--- config.mk ---
export PLATFORM = sky130hd
export DESIGN_NAME = ctrl_seq
export DESIGN_NICKNAME = d
export VERILOG_FILES = /design/src/rtl/ctrl_seq.sv
export SDC_FILE = /design/constraint.sdc
export NUM_CORES = 1
export LEC_CHECK = 0
export CAP_MARGIN = 20
export CORE_MARGIN = 5
export CORE_UTILIZATION = 43
export DETAILED_ROUTE_END_ITERATION = 12
export HOLD_SLACK_MARGIN = 0.06
export PLACE_DENSITY_LB_ADDON = 0.25
export SLEW_MARGIN = 20
export SYNTH_ARGS = -nofsm -noshare
export SYNTH_HDL_FRONTEND = slang
export SYNTH_SLANG_ARGS = --single-unit
--- constraint.sdc ---
create_clock -name clk -period 1.95 [get_ports clk]
set_clock_uncertainty 0.1 [all_clocks]
set_input_delay 0.2925 -clock clk [delete_from_list [all_inputs] [get_ports clk]]
set_output_delay 0.2925 -clock clk [all_outputs]
set_load 0.03 [all_outputs]
--- src/rtl/ctrl_seq.sv ---
// Main controller sequencer: a registered FSM that steps through fetch, accumulator init,
// N-tap MAC loop, writeback and optional output emit, one instruction at a time.
module ctrl_seq #(
  parameter int TAP_W = 8
) (
  input  logic             clk,
  input  logic             rst,
  input  logic             in_valid,
  input  logic             out_ready,
  input  logic [TAP_W-1:0] instr_taps,
  input  logic             instr_emit,
  input  logic             instr_last,
  output logic [2:0]       fsm_state,
  output logic [TAP_W-1:0] loop_cnt,
  output logic             busy
);

  typedef enum logic [2:0] {
    S_PCINC  = 3'd0,
    S_FETCH  = 3'd1,
    S_AINIT  = 3'd2,
    S_MAC    = 3'd3,
    S_WB0    = 3'd4,
    S_WB1    = 3'd5,
    S_EMIT   = 3'd6,
    S_WAITIN = 3'd7
  } state_t;

  state_t           state_q, state_d;
  logic [TAP_W-1:0] cnt_q, cnt_d;
  logic             emit_q, emit_d;
  logic             last_q, last_d;
  logic             busy_q;

  always_ff @(posedge clk) begin
    if (rst) begin
      state_q <= S_WAITIN;
      cnt_q   <= '0;
      emit_q  <= 1'b0;
      last_q  <= 1'b0;
      busy_q  <= 1'b0;
    end else begin
      state_q <= state_d;
      cnt_q   <= cnt_d;
      emit_q  <= emit_d;
      last_q  <= last_d;
      busy_q  <= (state_d != S_WAITIN);
    end
  end

  always_comb begin
    state_d = state_q;
    cnt_d   = cnt_q;
    emit_d  = emit_q;
    last_d  = last_q;
    unique case (state_q)
      S_WAITIN: if (in_valid) state_d = S_FETCH;
      S_FETCH:  state_d = S_AINIT;
      S_AINIT: begin
        emit_d  = instr_emit;
        last_d  = instr_last;
        cnt_d   = instr_taps;
        state_d = (instr_taps == '0) ? S_WB0 : S_MAC;
      end
      S_MAC: begin
        // The counter reaches 0 exactly as the loop exits, so it never wraps.
        if (cnt_q != '0) cnt_d = cnt_q - TAP_W'(1);
        if (cnt_q <= TAP_W'(1)) state_d = S_WB0;
      end
      S_WB0: state_d = S_WB1;
      S_WB1: begin
        if (emit_q)      state_d = S_EMIT;
        else if (last_q) state_d = S_WAITIN;
        else             state_d = S_PCINC;
      end
      S_EMIT: begin
        if (out_ready) state_d = last_q ? S_WAITIN : S_PCINC;
      end
      S_PCINC: state_d = S_FETCH;
      default: state_d = S_WAITIN;
    endcase
  end

  assign fsm_state = state_q;
  assign loop_cnt  = cnt_q;
  assign busy      = busy_q;

endmodule

-- Word level (Yosys, flattened, before mapping)
Cells that the tools add are included.
- input port bits: 14
- bits in registers: 14
- output and inout bits: 12
- reduce and logical (&&, ||, !) cells: 5
- magnitude comparators: 1
- multiplexer cells: 9
- eq/ne operators: 9
- add/sub/neg operators: 1
- operators by type and width (cell ; count):
    3-bit one-hot mux with 8 select lines ; 1
    3-bit 2-to-1 mux ; 6
    8-bit one-hot mux with 2 select lines ; 1
    3-bit == test, second input constant ; 4
    8-bit by 1-bit <= comparator with 1-bit output, second input constant ; 1
    8-bit zero test ; 1
    8-bit 2-to-1 mux ; 1
    8-bit nonzero test ; 1
    8-bit by 1-bit subtractor with 8-bit output, second input constant ; 1
    3-bit by 2-bit == test with 1-bit output, second input constant ; 2
    3-bit by 1-bit == test with 1-bit output, second input constant ; 1
    3-bit zero test ; 1
    3-bit != test, second input constant ; 1
    2-bit != test, second input constant ; 1
    2-bit AND reduction ; 1
    2-bit nonzero test ; 1

-- Logic depth before layout (Yosys ltp)
Gate-level depths: netlist of the first run.
- depth after elaboration: 4
- gate-level depth with buffers: 6

-- Worst setup path after synthesis of the first run
OpenSTA, ideal clock, no wires.
- path type: flip-flop to flip-flop
- start: reg cnt_q[0] (netlist: loop_cnt[0])
- end: reg cnt_q[0] (netlist: loop_cnt[0])
- path buffers: 0
- cell stages (with the launch flop): 7
- data arrival time: 1.882 ns
- setup time: 0.088 ns
- setup slack: -0.120 ns
- cells stage by stage: dfxtp_1 > inv_1 > ha_1 > or3b_2 > o311ai_4 > a21oi_1 > o32ai_2
- longest elaborated chain between the ends: 3
- elaborated cells on any way between the ends: 6
- those cells by class: add/sub: 1; eq/ne: 1; mux: 2; reduce/logical: 2
- ends and longest elaborated chain (element ; line ; text):
    from (decl) ; 30 ; logic [TAP_W-1:0] cnt_q, cnt_d;
    from (signal assigned) ; 44 ; cnt_q <= cnt_d;
    8-bit by 1-bit subtractor with 8-bit output / 8-bit nonzero test (equally long branches) ; 67 ; if (cnt_q != '0) cnt_d = cnt_q - TAP_W'(1);
    8-bit 2-to-1 mux / 2-bit != test (equally long branches) ; -- ;
    8-bit one-hot mux with 2 select lines / 2-bit AND reduction (equally long branches) ; -- ;
Several ways; a longest one is shown, not always the timed one. The select of a mux whose other input is x is not followed.
A chain may end at the register's enable or synchronous reset.

-- Worst setup path in the final report of the first run
- start: reg cnt_q[5] (netlist: loop_cnt[5])
- end: out loop_cnt[5]
- RTL lines (element ; line ; text):
    to (decl) ; 14 ; output logic [TAP_W-1:0] loop_cnt,
No word-level cell between the ends.

==> reports/metrics.csv, run 1 <==
metric,value,unit
root buf cell,clkbuf_4,
CTS sink count,14,
DP Area,1400,sq um
Nets,178,
Rel. slew slack,0.695,
Layout area overhead,44.3,%
Max clock buf depth,2,
wire per inst,15.3,um
register area share after synthesis,0.285,
I/O Pins,26,
ANT nets after route,0,
CTS tree,yes,
Layout Utilization,0.648,
Diodes inserted,0,
Synth Register Bits,14,
Pwr Total,1.89,mW
RePlAce Congestion,0.829,
"most common cell after layout, fill and taps aside",clkdlybuf4s50_1,
clk_lat worst skew,0.29,ns
Static Leakage,0.584,nW
crit end category,output pin,
share of post-route cells with drive strength above 1,0.239,
row count,17,
DRC errors left,0,
Die Area,3340,sq um
critical path arrival,1.51,ns
met3 usage,0.0312,
first-iteration detailed-routing DRC count,47,
Worst Tran Pin Value,0.455,ns
asr flop ratio synth,0,
"commonest cells after routing, fill and taps aside","clkdlybuf4s50_1, buf_4, a21oi_1, nor2_1, dfxtp_1",
Cells after Synth,119,
ratio of total power to cell area,1330,nW/um^2
vias in the first global route,1022,
Fin. Hold Viols,0,
largest net degree at the start of global routing,14,
"Net Count, Synth",136,
Yosys cell types,46,
grt ovf,0,
crit-path max FO,4,
chip height,57.8,um
Worst-path clk slew,0.08,ns
M1 GR Usage,0.217,
Max Freq,526,MHz
Worst EP required,1.56,ns
Final Max Slew Viols,0,
area fraction of the dominant cell type after synthesis,0.285,
Synth area leaders,"dfxtp_1, a21oi_1, nor2_1",
M2 GR Usage,0.282,
"Setup violations, final",0,
"EDFF count, synth",0,
"Top FF cell, synth",dfxtp_1,
worst hold path type,reg2reg,
"Non-Filler Cell Area, Final",1420,sq um
Worst VDD drop,0.000730,V
Vias,1089,
vias per cell,5.82,
hpwl dp,2170,um
Syn Area/Cell,8.26,sq um
crit share post-route,0.975,
antenna violations before repair,0,
GR peak layer,met2,
core area,2190,sq um
RSZ-0062 raised after global routing,false,
mapped cell area,983,sq um
CP Launch Type,flip-flop,
TritonCTS Buffers,3,
Synth Warn #,0,
status,"complete, no violations",
Max-Cap Viols,0,
cts hold-fix bufs,0,
depth of the CTS H-tree,1,
Tmin final,1.90,ns
global-route wire length before repair,4640,um
Routed WL,2850,um
port buffer count,25,
starting density of the core,0.449,
biggest area consumer among synthesized cells,dfxtp_1,
CP Class,reg2out,
GRT Total Usage,0.173,
Pre-antenna DRT Iters,4,
chip width,57.8,um
==> registers in the layout, summed over array words and instances (netlist names) <==
name / cells
loop_cnt: 8
fsm_state: 3
busy: 1
emit_q: 1
last_q: 1
==> stage by stage <==
stage	setup TNS [ns]	hold WS [ns]	std cells	setup WS, ns
2_1_floorplan	0	0.331	119	0.00292
3_3_place_gp	-0.141	0.403	184	-0.141
3_5_place_dp	-0.206	0.411	184	-0.206
4_1_cts	0	0.424	187	0.0169
5_1_grt	0	0.451	187	0.00464
6_report	0	0.417	187	0.0482
==> cell families after synthesis <==
kind of cell	synth area share
DFF	0.285
adders and majority gates	0.0382
muxes	0.0102
AOI/OAI and AO/OA	0.304
buffers and inverters	0.0687
and+or+nand+nor	0.294
==> cell usage after synthesis (3+ instances only) <==
master / instances
o21ai_0: 5
nor2_1: 11
nor3_1: 6
dfxtp_1: 14
buf_2: 3
o32ai_1: 3
inv_1: 7
ha_1: 3
nand2_1: 5
nor4_1: 3
nand2b_1: 3
a21oi_1: 12
clkbuf_1: 4
==> power by group <==
part / total [mW] / internal (mW) / switching [mW]
Clock: 0.171 / 0.0719 / 0.0989
Combinational: 1.21 / 0.587 / 0.619
Sequential: 0.509 / 0.369 / 0.140
==> critical path, cell delays in order, from the launching register on <==
cell and delay, ns:
dfxtp_1 0.40, buf_4 0.16, clkdlybuf4s50_1 0.66
==> repair_timing <==
item                       4_1_cts  5_1_grt
pin swaps                        0        1
setup endpoints to repair        3        2
buffers inserted                 0        0
gates resized for setup          3        1
gates cloned                     0        0
==> per-layer routing <==
metal / vias to the layer above / part of all wire
met1: 515 / 0.44
li1: 532 / -
met3: 5 / 0.055
met4: 0 / 0.020
met5: - / 0
met2: 37 / 0.48
==> area by class of cell <==
cell class / count / area [sq um]
flip-flops and latches: 14 / 285
multi-input cells: 90 / 638
repair buffers: 45 / 412
fillers: 201 / 772
inverters: 7 / 26.3
well taps: 28 / 35.0
clock buffers: 3 / 22.5
==> path summary, 6_finish.rpt <==
| kind | slack [ns] | endpoint | startpoint | depth (start not counted) |
|---|---|---|---|---|
| hold reg to reg | 0.42 | loop_cnt[0] | loop_cnt[0] | 2 |
| hold / removal | 0.42 | loop_cnt[0] | loop_cnt[0] | 2 |
| setup reg to reg | 0.06 | loop_cnt[0] | loop_cnt[4] | 5 |
| setup / recovery | 0.05 | loop_cnt[5] | loop_cnt[5] | 2 |
Note: power is estimated with default switching activity, not from simulation.
==> inputs of run 2 (changes only) <==
==> constraint.sdc (replaced) <==
create_clock -name clk -period 1.95 [get_ports clk]
set_clock_uncertainty 0.1 [all_clocks]
set_input_delay 0.2925 -clock clk [delete_from_list [all_inputs] [get_ports clk]]
set_output_delay 0.2925 -clock clk [all_outputs]
set_load 0.01 [all_outputs]
==> run 2 against run 1 <==
  * Worst hold slack gained 0.018 ns
  * Clock-buffer cell count unchanged
  * Worst setup slack worse by 0.0064 ns
  * Global-route usage increased by 0.57 points
  * Die area did not move
  * Register-to-register slack better by 0.02 ns
  * First-iteration DRC count shrank 34%
  * Non-clock buffer count up 2
  * Routed wire length rose by 0.46%
  * Sequential share of layout area decreased by 0.73 points
  * Combinational power shrank 4%
  * Final cell count rose by 1.1%
  * Critical path type is now in2reg
  * Critical endpoint is now fsm_state[0]
  * Largest power group unchanged
==> reports/metrics.csv, run 2 (same netlist as run 1, synthesis figures left out) <==
metric,value,unit,change
status,"complete, no violations",,
chip height,57.8,um,unchanged
Nets,180,,+1.1%
GR peak layer,met2,,
worst hold path type,reg2reg,,
Pre-antenna DRT Iters,4,,unchanged
ratio of total power to cell area,1250,nW/um^2,-5.7%
Vias,1090,,+0.092%
crit end category,flip-flop,,
chip width,57.8,um,unchanged
CP Launch Type,input port,,
critical path arrival,1.97,ns,+0.46 ns
grt ovf,0,,unchanged
Placement Setup Slack,-0.190,ns,+0.0155 ns
share of post-route cells with drive strength above 1,0.242,,+0.00324
Critical Path Slowest Stage Cell,or4_1,,
global-route wire length before repair,4800,um,+3.4%
Max-Cap Viols,0,,unchanged
depth of the CTS H-tree,1,,unchanged
M2 GR Usage,0.315,,+0.0323
row count,17,,unchanged
Tmin final,1.91,ns,+0.00643 ns
first-iteration detailed-routing DRC count,31,,-34%
Static Leakage,0.573,nW,-1.7%
Rel. slew slack,0.729,,+0.0338
CTS tree,yes,,
Worst VDD drop,0.000706,V,-3.2%
crit share post-route,0.979,,+0.00330
"commonest cells after routing, fill and taps aside","clkdlybuf4s50_1, buf_4, dfxtp_1, a21oi_1, nor2_1",,
Fin. Hold Viols,0,,unchanged
DRC errors left,0,,unchanged
max reg flops,8,,unchanged
ANT nets after route,0,,unchanged
CTS sink count,14,,unchanged
RePlAce Congestion,0.836,,+0.84%
antenna violations before repair,0,,unchanged
Final Max Slew Viols,0,,unchanged
Max clock buf depth,2,,unchanged
wire per inst,15.2,um,-0.61%
fillers,181,,-10%
Max Freq,524,MHz,-0.34%
Die Area,3340,sq um,unchanged
M1 GR Usage,0.202,,-0.0156
starting density of the core,0.449,,unchanged
Hold Slack,0.435,ns,+0.0180 ns
vias in the first global route,1099,,+7.5%
Layout area overhead,47.7,%,
crit-path max FO,2,,-2
hpwl dp,2220,um,+2.5%
TritonCTS Buffers,3,,unchanged
core area,2190,sq um,unchanged
Diodes inserted,0,,unchanged
CP Class,in2reg,,
CP peak stage delay,0.51,ns,-0.15 ns
Worst-path clk slew,0.09,ns,about the same
met3 usage,0.0334,,+0.00223
largest net degree at the start of global routing,23,,+9
"Setup violations, final",0,,unchanged
Worst Tran Pin Value,0.405,ns,-0.0501 ns
setup total negative slack,0,ns,unchanged
"most common cell after layout, fill and taps aside",clkdlybuf4s50_1,,
Routed WL,2870,um,+0.46%
clk_lat worst skew,0.28,ns,about the same
postcts setup bufs,0,,unchanged
PnR worst setup slack,0.0418,ns,-0.00643 ns
"Non-Filler Cell Area, Final",1450,sq um,+2.4%
vias per cell,5.77,,-0.97%
GRT Total Usage,0.179,,+0.00572
root buf cell,clkbuf_4,,
Worst EP required,2.01,ns,+0.45 ns
port buffer count,25,,unchanged
critical-path cell list,clkdlybuf4s50_1 > nor4_2 > buf_4 > nand2_1 > a22o_1 > or4_1,,
I/O Pins,26,,unchanged
DP Area,1420,sq um,+1.6%
run 2: cell count changes in the layout (fill, tap and decap cells not counted), sizes merged:
cell           delta
buf               +2
clkdlybuf4s50     +4
dlygate4sd2       -3
dlymetal6s2s      -1
run 2: through the flow:
step	cells	util	power, mW
after CTS	189	0.658	1.81
after detailed placement	186	0.648	1.64
after global routing	189	0.663	1.94
after floorplan	119	-	1.14
after global placement	186	0.648	1.60
final	189	0.663	1.82
run 2: layout make-up:
class,count,area (sq um),area share
Inverter,7,26.3,0.0181
Clock buffer,3,22.5,0.0155
Timing Repair Buffer,47,440,0.303
Sequential cell,14,282,0.194
Multi-Input combinational cell,90,647,0.445
Tap cell,28,35.0,0.0241
run 2: final timing paths:
kind	from	to	slack [ns]	cells past startpoint
max	instr_taps[4]	fsm_state[0]	0.04	6
min	loop_cnt[0]	loop_cnt[0]	0.44	2
max reg2reg	loop_cnt[0]	loop_cnt[0]	0.08	7
min reg2reg	loop_cnt[0]	loop_cnt[0]	0.44	2
run 2: worst max-delay path, delay by kind of cell:
family,cells,cell delay [ns]
buffers and inverters,2,0.61
and+or+nand+nor,3,0.87
AOI/OAI and AO/OA,1,0.20
run 2: power breakdown:
group / total (mW) / switching (mW) / internal (mW) / leakage (nW)
combinational: 1.16 / 0.533 / 0.629 / 0.445
clock: 0.166 / 0.0943 / 0.0717 / 0.0138
sequential: 0.493 / 0.126 / 0.367 / 0.114
run 2: what timing repair did:
| action | 4_1_cts | 5_1_grt |
|---|---|---|
| gates resized for setup | 0 | 3 |
| hold buffers | 0 | 0 |
| hold endpoints to repair | 0 | 0 |
| endpoints found under the setup margin | 0 | 3 |
run 2: metal layers:
layer / up-vias / routed length, um
met5: - / 0
met4: 0 / 59
met3: 7 / 178
met2: 42 / 1450
met1: 509 / 1180
li1: 532 / -
